$ cat src/rtl/axis_frame_trim_fifo_if.sv
// AXI-Stream link used on both sides of the trim FIFO.
// The master drives data/valid/last; the slave drives ready.
interface axis_frame_trim_fifo_if #(
  parameter int Data_width = 16
);
  logic [Data_width-1:0] data;
  logic                  valid;
  logic                  last;
  logic                  ready;

  modport master (output data, output valid, output last, input ready);
  modport slave  (input data, input valid, input last, output ready);
endinterface

$ cat src/rtl/axis_frame_trim_fifo.sv
// Re-framing FIFO: drops the first k beats of each frame, caps frames at len beats and
// regenerates last; output is either cut-through or whole-frame store-and-forward.
module axis_frame_trim_fifo #(
  parameter int Data_width = 16,
  parameter int Depth      = 16,
  parameter int Cnt_width  = 16
) (
  input  logic                  clk,
  input  logic                  rst,
  axis_frame_trim_fifo_if.slave  s_axis,
  axis_frame_trim_fifo_if.master m_axis,
  input  logic [Cnt_width-1:0]  k,
  input  logic [Cnt_width-1:0]  len,
  input  logic                  sf_mode,
  output logic                  full,
  output logic                  empty,
  output logic [Cnt_width-1:0]  level,
  output logic                  frame_drop
);

  localparam int                   Ptr_width = $clog2(Depth);
  localparam logic [Cnt_width-1:0] Depth_c   = Cnt_width'(Depth);
  localparam logic [Cnt_width-1:0] Idx_max   = '1;
  localparam logic [Cnt_width-1:0] One_c     = Cnt_width'(1);
  localparam logic [Ptr_width-1:0] Ptr_one   = Ptr_width'(1);

  logic [Data_width:0]    mem [Depth];
  logic [Ptr_width-1:0]   wr_ptr, rd_ptr;
  logic [Cnt_width-1:0]   count, frames, idx;
  logic [Cnt_width-1:0]   cfg_k, cfg_len;
  logic                   cfg_sf;

  logic                   first_beat, drop, eof, accept, wr_en, rd_en;
  logic [Cnt_width-1:0]   eff_k, eff_len;

  // The first beat of a frame is judged with the live config; later beats use the latch.
  assign first_beat = (idx == '0);
  assign eff_k      = first_beat ? k   : cfg_k;
  assign eff_len    = first_beat ? len : cfg_len;

  assign drop  = (idx < eff_k);
  assign eof   = s_axis.last || ((eff_len != '0) && (idx == (eff_len - One_c)));

  assign full  = (count == Depth_c);
  assign empty = (count == '0);
  assign level = count;

  // Dropped beats are always absorbed, even while the buffer is full.
  assign s_axis.ready = !rst && (drop || !full);
  assign accept       = s_axis.valid && s_axis.ready;
  assign wr_en        = accept && !drop;

  // The full term releases an oversized frame so store-and-forward cannot deadlock.
  assign m_axis.valid = !empty && (!cfg_sf || (frames != '0) || full);
  assign m_axis.data  = mem[rd_ptr][Data_width-1:0];
  assign m_axis.last  = m_axis.valid && mem[rd_ptr][Data_width];
  assign rd_en        = m_axis.valid && m_axis.ready;

  always_ff @(posedge clk) begin
    if (wr_en) mem[wr_ptr] <= {eof, s_axis.data};
  end

  always_ff @(posedge clk) begin
    if (rst) begin
      wr_ptr     <= '0;
      rd_ptr     <= '0;
      count      <= '0;
      frames     <= '0;
      idx        <= '0;
      cfg_k      <= '0;
      cfg_len    <= '0;
      cfg_sf     <= 1'b0;
      frame_drop <= 1'b0;
    end else begin
      frame_drop <= accept && eof && drop;

      if (accept) begin
        if (first_beat) begin
          cfg_k   <= k;
          cfg_len <= len;
          cfg_sf  <= sf_mode;
        end
        if (eof)                 idx <= '0;
        else if (idx != Idx_max) idx <= idx + One_c;
      end

      if (wr_en) wr_ptr <= wr_ptr + Ptr_one;
      if (rd_en) rd_ptr <= rd_ptr + Ptr_one;

      case ({wr_en, rd_en})
        2'b10:   count <= count + One_c;
        2'b01:   count <= count - One_c;
        default: count <= count;
      endcase

      case ({wr_en && eof, rd_en && m_axis.last})
        2'b10:   frames <= frames + One_c;
        2'b01:   frames <= frames - One_c;
        default: frames <= frames;
      endcase
    end
  end

endmodule

$ cat src/flat_wrapper.sv
// flat-port wrapper written by rule: the top's interface ports become plain ports
module axis_frame_trim_fifo_flat 
#(
  parameter int Data_width = 16,
  parameter int Depth      = 16,
  parameter int Cnt_width  = 16
)
  (clk, rst, k, len, sf_mode, full, empty, level, frame_drop, s_axis_data, s_axis_valid, s_axis_last, s_axis_ready, m_axis_data, m_axis_valid, m_axis_last, m_axis_ready);
  axis_frame_trim_fifo_if #(.Data_width(Data_width)) s_axis_i ();
  axis_frame_trim_fifo_if #(.Data_width(Data_width)) m_axis_i ();
  input  logic clk;
  input  logic rst;
  input  logic [Cnt_width-1:0] k;
  input  logic [Cnt_width-1:0] len;
  input  logic sf_mode;
  output logic full;
  output logic empty;
  output logic [Cnt_width-1:0] level;
  output logic frame_drop;
  input wire logic [$bits(s_axis_i.data)-1:0] s_axis_data;
  input wire logic [$bits(s_axis_i.valid)-1:0] s_axis_valid;
  input wire logic [$bits(s_axis_i.last)-1:0] s_axis_last;
  output wire logic [$bits(s_axis_i.ready)-1:0] s_axis_ready;
  output wire logic [$bits(m_axis_i.data)-1:0] m_axis_data;
  output wire logic [$bits(m_axis_i.valid)-1:0] m_axis_valid;
  output wire logic [$bits(m_axis_i.last)-1:0] m_axis_last;
  input wire logic [$bits(m_axis_i.ready)-1:0] m_axis_ready;
  assign s_axis_i.data = s_axis_data;
  assign s_axis_i.valid = s_axis_valid;
  assign s_axis_i.last = s_axis_last;
  assign s_axis_ready = s_axis_i.ready;
  assign m_axis_data = m_axis_i.data;
  assign m_axis_valid = m_axis_i.valid;
  assign m_axis_last = m_axis_i.last;
  assign m_axis_i.ready = m_axis_ready;
  axis_frame_trim_fifo #(.Data_width(Data_width), .Depth(Depth), .Cnt_width(Cnt_width)) u_core (.clk(clk), .rst(rst), .s_axis(s_axis_i), .m_axis(m_axis_i), .k(k), .len(len), .sf_mode(sf_mode), .full(full), .empty(empty), .level(level), .frame_drop(frame_drop));
endmodule
$ cat config.mk
export PLATFORM = sky130hd
export DESIGN_NAME = axis_frame_trim_fifo_flat
export DESIGN_NICKNAME = d
export VERILOG_FILES = /design/src/rtl/axis_frame_trim_fifo_if.sv /design/src/rtl/axis_frame_trim_fifo.sv /design/src/flat_wrapper.sv
export SDC_FILE = /design/constraint.sdc
export NUM_CORES = 1
export LEC_CHECK = 0
export ABC_AREA = 1
export CAP_MARGIN = 20
export CORE_MARGIN = 4
export CORE_UTILIZATION = 50
export CTS_CLUSTER_DIAMETER = 200
export DETAILED_ROUTE_END_ITERATION = 8
export MAX_ROUTING_LAYER = met4
export PLACE_DENSITY = 0.77
export SLEW_MARGIN = 30
export SYNTH_ARGS = -nofsm -noshare
export SYNTH_HDL_FRONTEND = slang
export SYNTH_SLANG_ARGS = --single-unit
$ cat constraint.sdc
create_clock -name clk -period 5.7 [get_ports clk]
set_input_delay 1.71 -clock clk [delete_from_list [all_inputs] [get_ports clk]]
set_output_delay 1.71 -clock clk [all_outputs]
set_load 0.01 [all_outputs]
## After elaboration in Yosys (flattened, before gate mapping)

Memories as Yosys holds them, arrays and structs flattened. A register that Yosys moved wholly into a read port is not among the register bits.
Index checks and enable logic that the tools add are counted.

| word-level totals | value |
|---|---|
| input port bits | 54 |
| bits in registers | 90 |
| memories | 1 |
| logic and storage cells | 65 |
| RAM bits | 272 |
| ROM bits | 0 |
| output and inout port bits | 38 |
| latch bits | 0 |

Memory list:

| name | depth | width | read ports | clocked after Yosys merged registers in | write ports | RTL line | text |
|---|---|---|---|---|---|---|---|
| u_core.mem | 16 | 17 | 1 | 1 | 1 | axis_frame_trim_fifo.sv:27 | `logic [Data_width:0] mem [Depth];` |

| operators by class | value |
|---|---|
| bitwise gates (word level) | 0 |
| multiply operators | 0 |
| multiplexer cells | 10 |
| equality and inequality tests | 7 |
| div/mod/pow operators | 0 |
| shifts and indexed selects | 0 |
| add/subtract/negate cells | 8 |
| $lt $le $gt $ge | 1 |
| reductions and logical operators | 29 |

Operator list:

| cell | count |
|---|---|
| 16-bit 2-to-1 mux | 4 |
| 16-bit case mux with 2 select lines | 2 |
| 16-bit by 1-bit adder with 16-bit output (second input constant) | 3 |
| 16-bit by 1-bit subtractor with 16-bit output (second input constant) | 3 |
| 16-bit zero test | 2 |
| 16-bit nonzero test | 2 |
| 16-bit equality test | 1 |
| 16-bit by 5-bit equality test with 1-bit output (second input constant) | 1 |
| 16-bit less-than comparator | 1 |
| 16-bit inequality test (second input constant) | 1 |
| 1-bit logical AND | 11 |
| 4-bit by 1-bit adder with 4-bit output (second input constant) | 2 |
| 4-bit 2-to-1 mux | 2 |
| 2-bit nonzero test | 3 |
| 1-bit zero test | 5 |
| 2-bit by 1-bit equality test with 1-bit output (second input constant) | 2 |
| 2-bit equality test (second input constant) | 2 |
| 1-bit logical OR | 4 |
| 2-bit AND reduction | 2 |
| 1-bit 2-to-1 mux | 2 |

## Longest topological paths before layout

| logic depth | value |
|---|---|
| depth after elaboration | 10 |
| gate-level depth with buffers | 40 |
| gate-level depth less buffers | 37 |

## Worst setup path before layout

No wires, ideal clock.

| timing path | value |
|---|---|
| path kind | reg2reg |
| from | register u_core.idx[0] |
| to | register u_core.frames[14] |
| clock period less this slack | 6018 ps |
| slack | -318 ps |
| required time | 5644 ps |
| library setup time | 56 ps |
| buffers on the path | 4 |
| arrival time | 5962 ps |
| cell stages (with the launch flop) | 37 |
| path through | dfxtp_1 > inv_1 > ha_1 > nand2_1 > nor2_4 > nand2_4 > buf_6 > buf_6 > buf_6 > buf_1 > mux2i_1 > ha_1 > a21oi_1 > nor2_1 > a2111oi_0 > nand3_1 > a21oi_4 > nand2_2 > inv_2 > nand2_1 > ha_1 > ha_1 > nand2_1 > o21ai_0 > nand2_1 > nand2_1 > a21oi_1 > o21ai_0 > a21boi_0 > o21ai_0 > nand2_1 > nand2_1 > nand2_1 > a21o_1 > nand3_1 > nand2_1 > inv_1 |

| on the way | value |
|---|---|
| word-level cells in the longest chain between the ends | 10 |
| elaborated cells on any way between the ends | 19 |
| those cells by class | 1 x add/sub; 1 x order compare; 3 x eq/ne; 3 x mux; 11 x reduce/logical |

Ends and longest elaborated chain:

| item | RTL line | text |
|---|---|---|
| start, declared | axis_frame_trim_fifo.sv:29 | `logic [Cnt_width-1:0] count, frames, idx;` |
| start signal, assigned | axis_frame_trim_fifo.sv:84 | `else if (idx != Idx_max) idx <= idx + One_c;` |
| branches (longest 7 deep; another with 16-bit by 1-bit subtractor with 16-bit output) | - |  |
| 1-bit logical AND * | axis_frame_trim_fifo.sv:96 | `case ({wr_en && eof, rd_en && m_axis.last})` |
| 2-bit by 1-bit equality test with 1-bit output or 2-bit equality test (tied branches) | axis_frame_trim_fifo.sv:96 |  |
| 16-bit case mux with 2 select lines or 2-bit nonzero test (tied branches) | - |  |
| end signal, assigned | axis_frame_trim_fifo.sv:97 | `2'b10: frames <= frames + One_c;` |
| end signal, assigned | axis_frame_trim_fifo.sv:98 | `2'b01: frames <= frames - One_c;` |
| end signal, assigned | axis_frame_trim_fifo.sv:99 | `default: frames <= frames;` |
| end, declared | axis_frame_trim_fifo.sv:29 |  |

Every way passes the cells marked *.
A chain may end at the register's enable or synchronous reset.

## Worst setup path in the final report

| timing path | value |
|---|---|
| from | input port k[11] |
| to | output port s_axis_ready |

| on the way | value |
|---|---|
| word-level cells in the longest chain between the ends | 4 |

Ends and longest elaborated chain:

| item | RTL line | text |
|---|---|---|
| start, declared | flat_wrapper.sv:13 | `input logic [Cnt_width-1:0] k;` |
| 16-bit 2-to-1 mux | axis_frame_trim_fifo.sv:38 | `assign eff_k = first_beat ? k : cfg_k;` |
| 16-bit less-than comparator | axis_frame_trim_fifo.sv:41 | `assign drop = (idx < eff_k);` |
| 1-bit logical OR | axis_frame_trim_fifo.sv:49 | `assign s_axis.ready = !rst && (drop \|\| !full);` |
| 1-bit logical AND | axis_frame_trim_fifo.sv:49 |  |
| end, declared | flat_wrapper.sv:23 | `output wire logic [$bits(s_axis_i.ready)-1:0] s_axis_ready;` |

No other way between the ends.

==> flow_summary.ini <==
[detailed_routing]
ant_nets = 0
drt_iter0_drc = 1133
via_per_inst = 5.529
route.detailed.drc = 0
routed-via-count = 13350
wl_per_cell_um = 17.61
routed_wl_mm = 42.50
dr.pass1.iters = 5

[finish]
final_nets = 2041
antenna_cells = 0
fillers = 2751
postLayoutCellArea_mm2 = 0.02115
layout_common_cells = 272 x edfxtp_1, 248 x nand2_1, 208 x inv_1
drive_gt1_frac = 0.1169
final_common_cell = edfxtp_1
final_util = 0.6078
syn2layout_area_growth_pct = 19.10

[sta]
setup_viol = 0
period_share = 0.9961
max_freq_ghz = 0.1761
finClkSkew_ns = 0.01438
relSlewSlack = 0.4283
period_minus_slack_ns = 5.678
setup_slack_ns = 0.02246
tightest_slew_ns = 0.8522
rsz0062_at_grt = yes
hold_violations = 0
slew_violations = 0
whs_ns = 0.4750

[placed_design]
place_ws_ns = -0.4495
io_buffers = 91
place_hpwl_mm = 26.35
postPlaceCellArea_mm2 = 0.01975
gp_routability_congestion = 0.9570

[global_route]
overflow = 0
grt_first_pass_wirelength_mm = 67.47
grt_max_degree = 157
antenna_found_initial = 0
track_usage = 0.2213
grt_pass1_vias = 13330

[cts]
cts_root_buf = clkbuf_16
clkSinkCount = 366
cts_tree = done
cts_buffers = 39
insertion_delay_ns = 0.55
ctsHoldBuffers = 0
htree_levels = 2
clk_pin_slew_worst_paths_ns = 0.06
clockBufferDepth = 3

[logic_synthesis]
synth_compound_area_frac = 0.1260
yosysWarnings = 0
syn_avg_cell_area_um2 = 10.03
synthSimpleGateAreaFrac = 0.1298
synthAdderAreaFrac = 0.04030
yosys-top-cells-area = edfxtp_1 46%, dfxtp_1 11%, nand2_1 5.2%, mux2i_1 4.6%, o21ai_0 4.6%
yosysTopAreaCellShare = 0.4600
syn_inst = 1770
synthArstFlopShare = 0
synth.ff_latch_count = 366
synth.area.mux_share = 0.04686
synth_top_flop_cell = edfxtp_1
syn_area_mm2 = 0.01776
yosysSeqAreaShare = 0.5660
synth_top_family_by_area = simple AND/OR/NAND/NOR gates
ys_types = 45
synth.net_count = 1880
yosys.area.top_type = edfxtp_1
synth_edf_count = 272
synth_xor_xnor_area_share = 0.02318

[die]
initial_core_util = 0.5103
core_area_mm2 = 0.03480
rows = 68
die-area_mm2 = 0.03859
io_pins = 92
die_x_um = 196.5
chipHeight_um = 196.5

[worst_setup_path]
critPathRequiredTime_ns = 3.99
crit_type = in -> out
reg2reg_slack_ns = 0.36
start_kind = input port
endpoint_kind = output pin
crit_chain = clkdlybuf4s50_1 -> mux2i_1 -> ha_1 -> a21oi_1 -> a31oi_1 -> a2111oi_2 -> nand3_1 -> buf_4 -> nand2_1 -> dlymetal6s2s_1
crit_slowest_cell = a2111oi_2
critPathMaxFanout = 2
slowest_delay_ns = 0.41
arrival_ns = 3.97

[power_and_ir_drop]
peakVddDrop_mv = 0.2627
p_per_area_mw_per_mm2 = 315.2
leakagePower_nw = 8.303

[run]
maxCapViolCount = 0

[run_status]
outcome = completed

[min_path]
hold_class = reg -> reg
## critical path, delay by kind of cell
family                     cells  cell delay, ns
and+or+nand+nor                2            0.23
buffers and inverters          3            0.72
adders and majority gates      1            0.31
AOI/OAI and AO/OA              3            0.75
muxes                          1            0.24
## area by class of cell
type / instances / area (um2) / area share
Clock buffer: 46 / 1002 / 0.04739
Clock inverter: 23 / 227.7 / 0.01077
Inverter: 215 / 807.0 / 0.03816
Multi-Input combinational cell: 1105 / 6668 / 0.3153
Sequential cell: 366 / 10060 / 0.4755
Tap cell: 455 / 569.3 / 0.02692
Timing Repair Buffer: 204 / 1819 / 0.08602
## where the power goes
part           total (mW)  switching (mW)  leakage (nW)  internal [mW]
logic                1.21           0.663          4.48          0.546
clock network        2.46            1.05         0.601           1.41
registers            3.00          0.0717          3.22           2.93
total                6.67            1.78          8.30           4.89
## sequential cells by signal, indices dropped and copies added, names as in the netlist, named ones only
signal and count:
u_core.idx 16, u_core.cfg_len 16, u_core.mem 272, u_core.frames 16
u_core.cfg_k 16, u_core.level 16, u_core.frame_drop 1, u_core.rd_ptr 4
u_core.wr_ptr 4, u_core.cfg_sf 1
## per-stage QoR
step	power (mW)	instances	TNS [ns]
after global placement	4.171	2339	-1.611
after CTS	6.662	2409	0
final	6.666	2414	0
after global routing	6.968	2414	-1.137
after floorplan	3.765	1770	0
after detailed placement	4.206	2339	-3.330
## cells by family after synthesis
group | Yosys count
compound gates | 404
xor+xnor | 47
fa+ha+maj | 56
buf+inv | 299
flops | 366
mux | 83
simple gates | 515
## repair_timing
item	CTS	global route
buffers inserted	1	5
setup endpoints to repair	1	12
gates resized for setup	2	28
pin swaps	1	6
## cells in the mapped netlist, drive strengths merged, types with 3 or more instances
master and count:
edfxtp 272, nand2 256, inv 210, o21ai 173
a21oi 148, nor2 100, nand3 97, dfxtp 94
mux2i 82, o211ai 66, clkbuf 55, ha 54
xor2 35, buf 29, nand4 26, nand3b 15
xnor2 12, nor3 11, nor4 6, a31oi 5
clkinv 5, a21boi 3
## metal layers
| layer | wire (um) | part of all wire | vias to the layer above | track usage |
|---|---|---|---|---|
| met4 | 1190 | 0.028 | 0 | 0.07060 |
| li1 | - | - | 6499 | - |
| met1 | 17700 | 0.42 | 6273 | 0.2831 |
| met5 | 0 | 0 | - | - |
| met3 | 2898 | 0.068 | 104 | 0.03385 |
| met2 | 20710 | 0.49 | 471 | 0.3657 |
## path summary, 6_finish.rpt
path	start	end	cells after the start
worst max-delay path	k[11]	s_axis_ready	10
worst min register to register	u_core.frames[15]$_SDFFE_PP0P_	u_core.frames[15]$_SDFFE_PP0P_	1
worst max register to register	u_core.idx[1]$_SDFFE_PP0P_	u_core.frames[13]$_SDFFE_PP0P_	32
worst min-delay path	u_core.frames[15]$_SDFFE_PP0P_	u_core.frames[15]$_SDFFE_PP0P_	1
No activity file was read; power rests on OpenSTA's default activity.
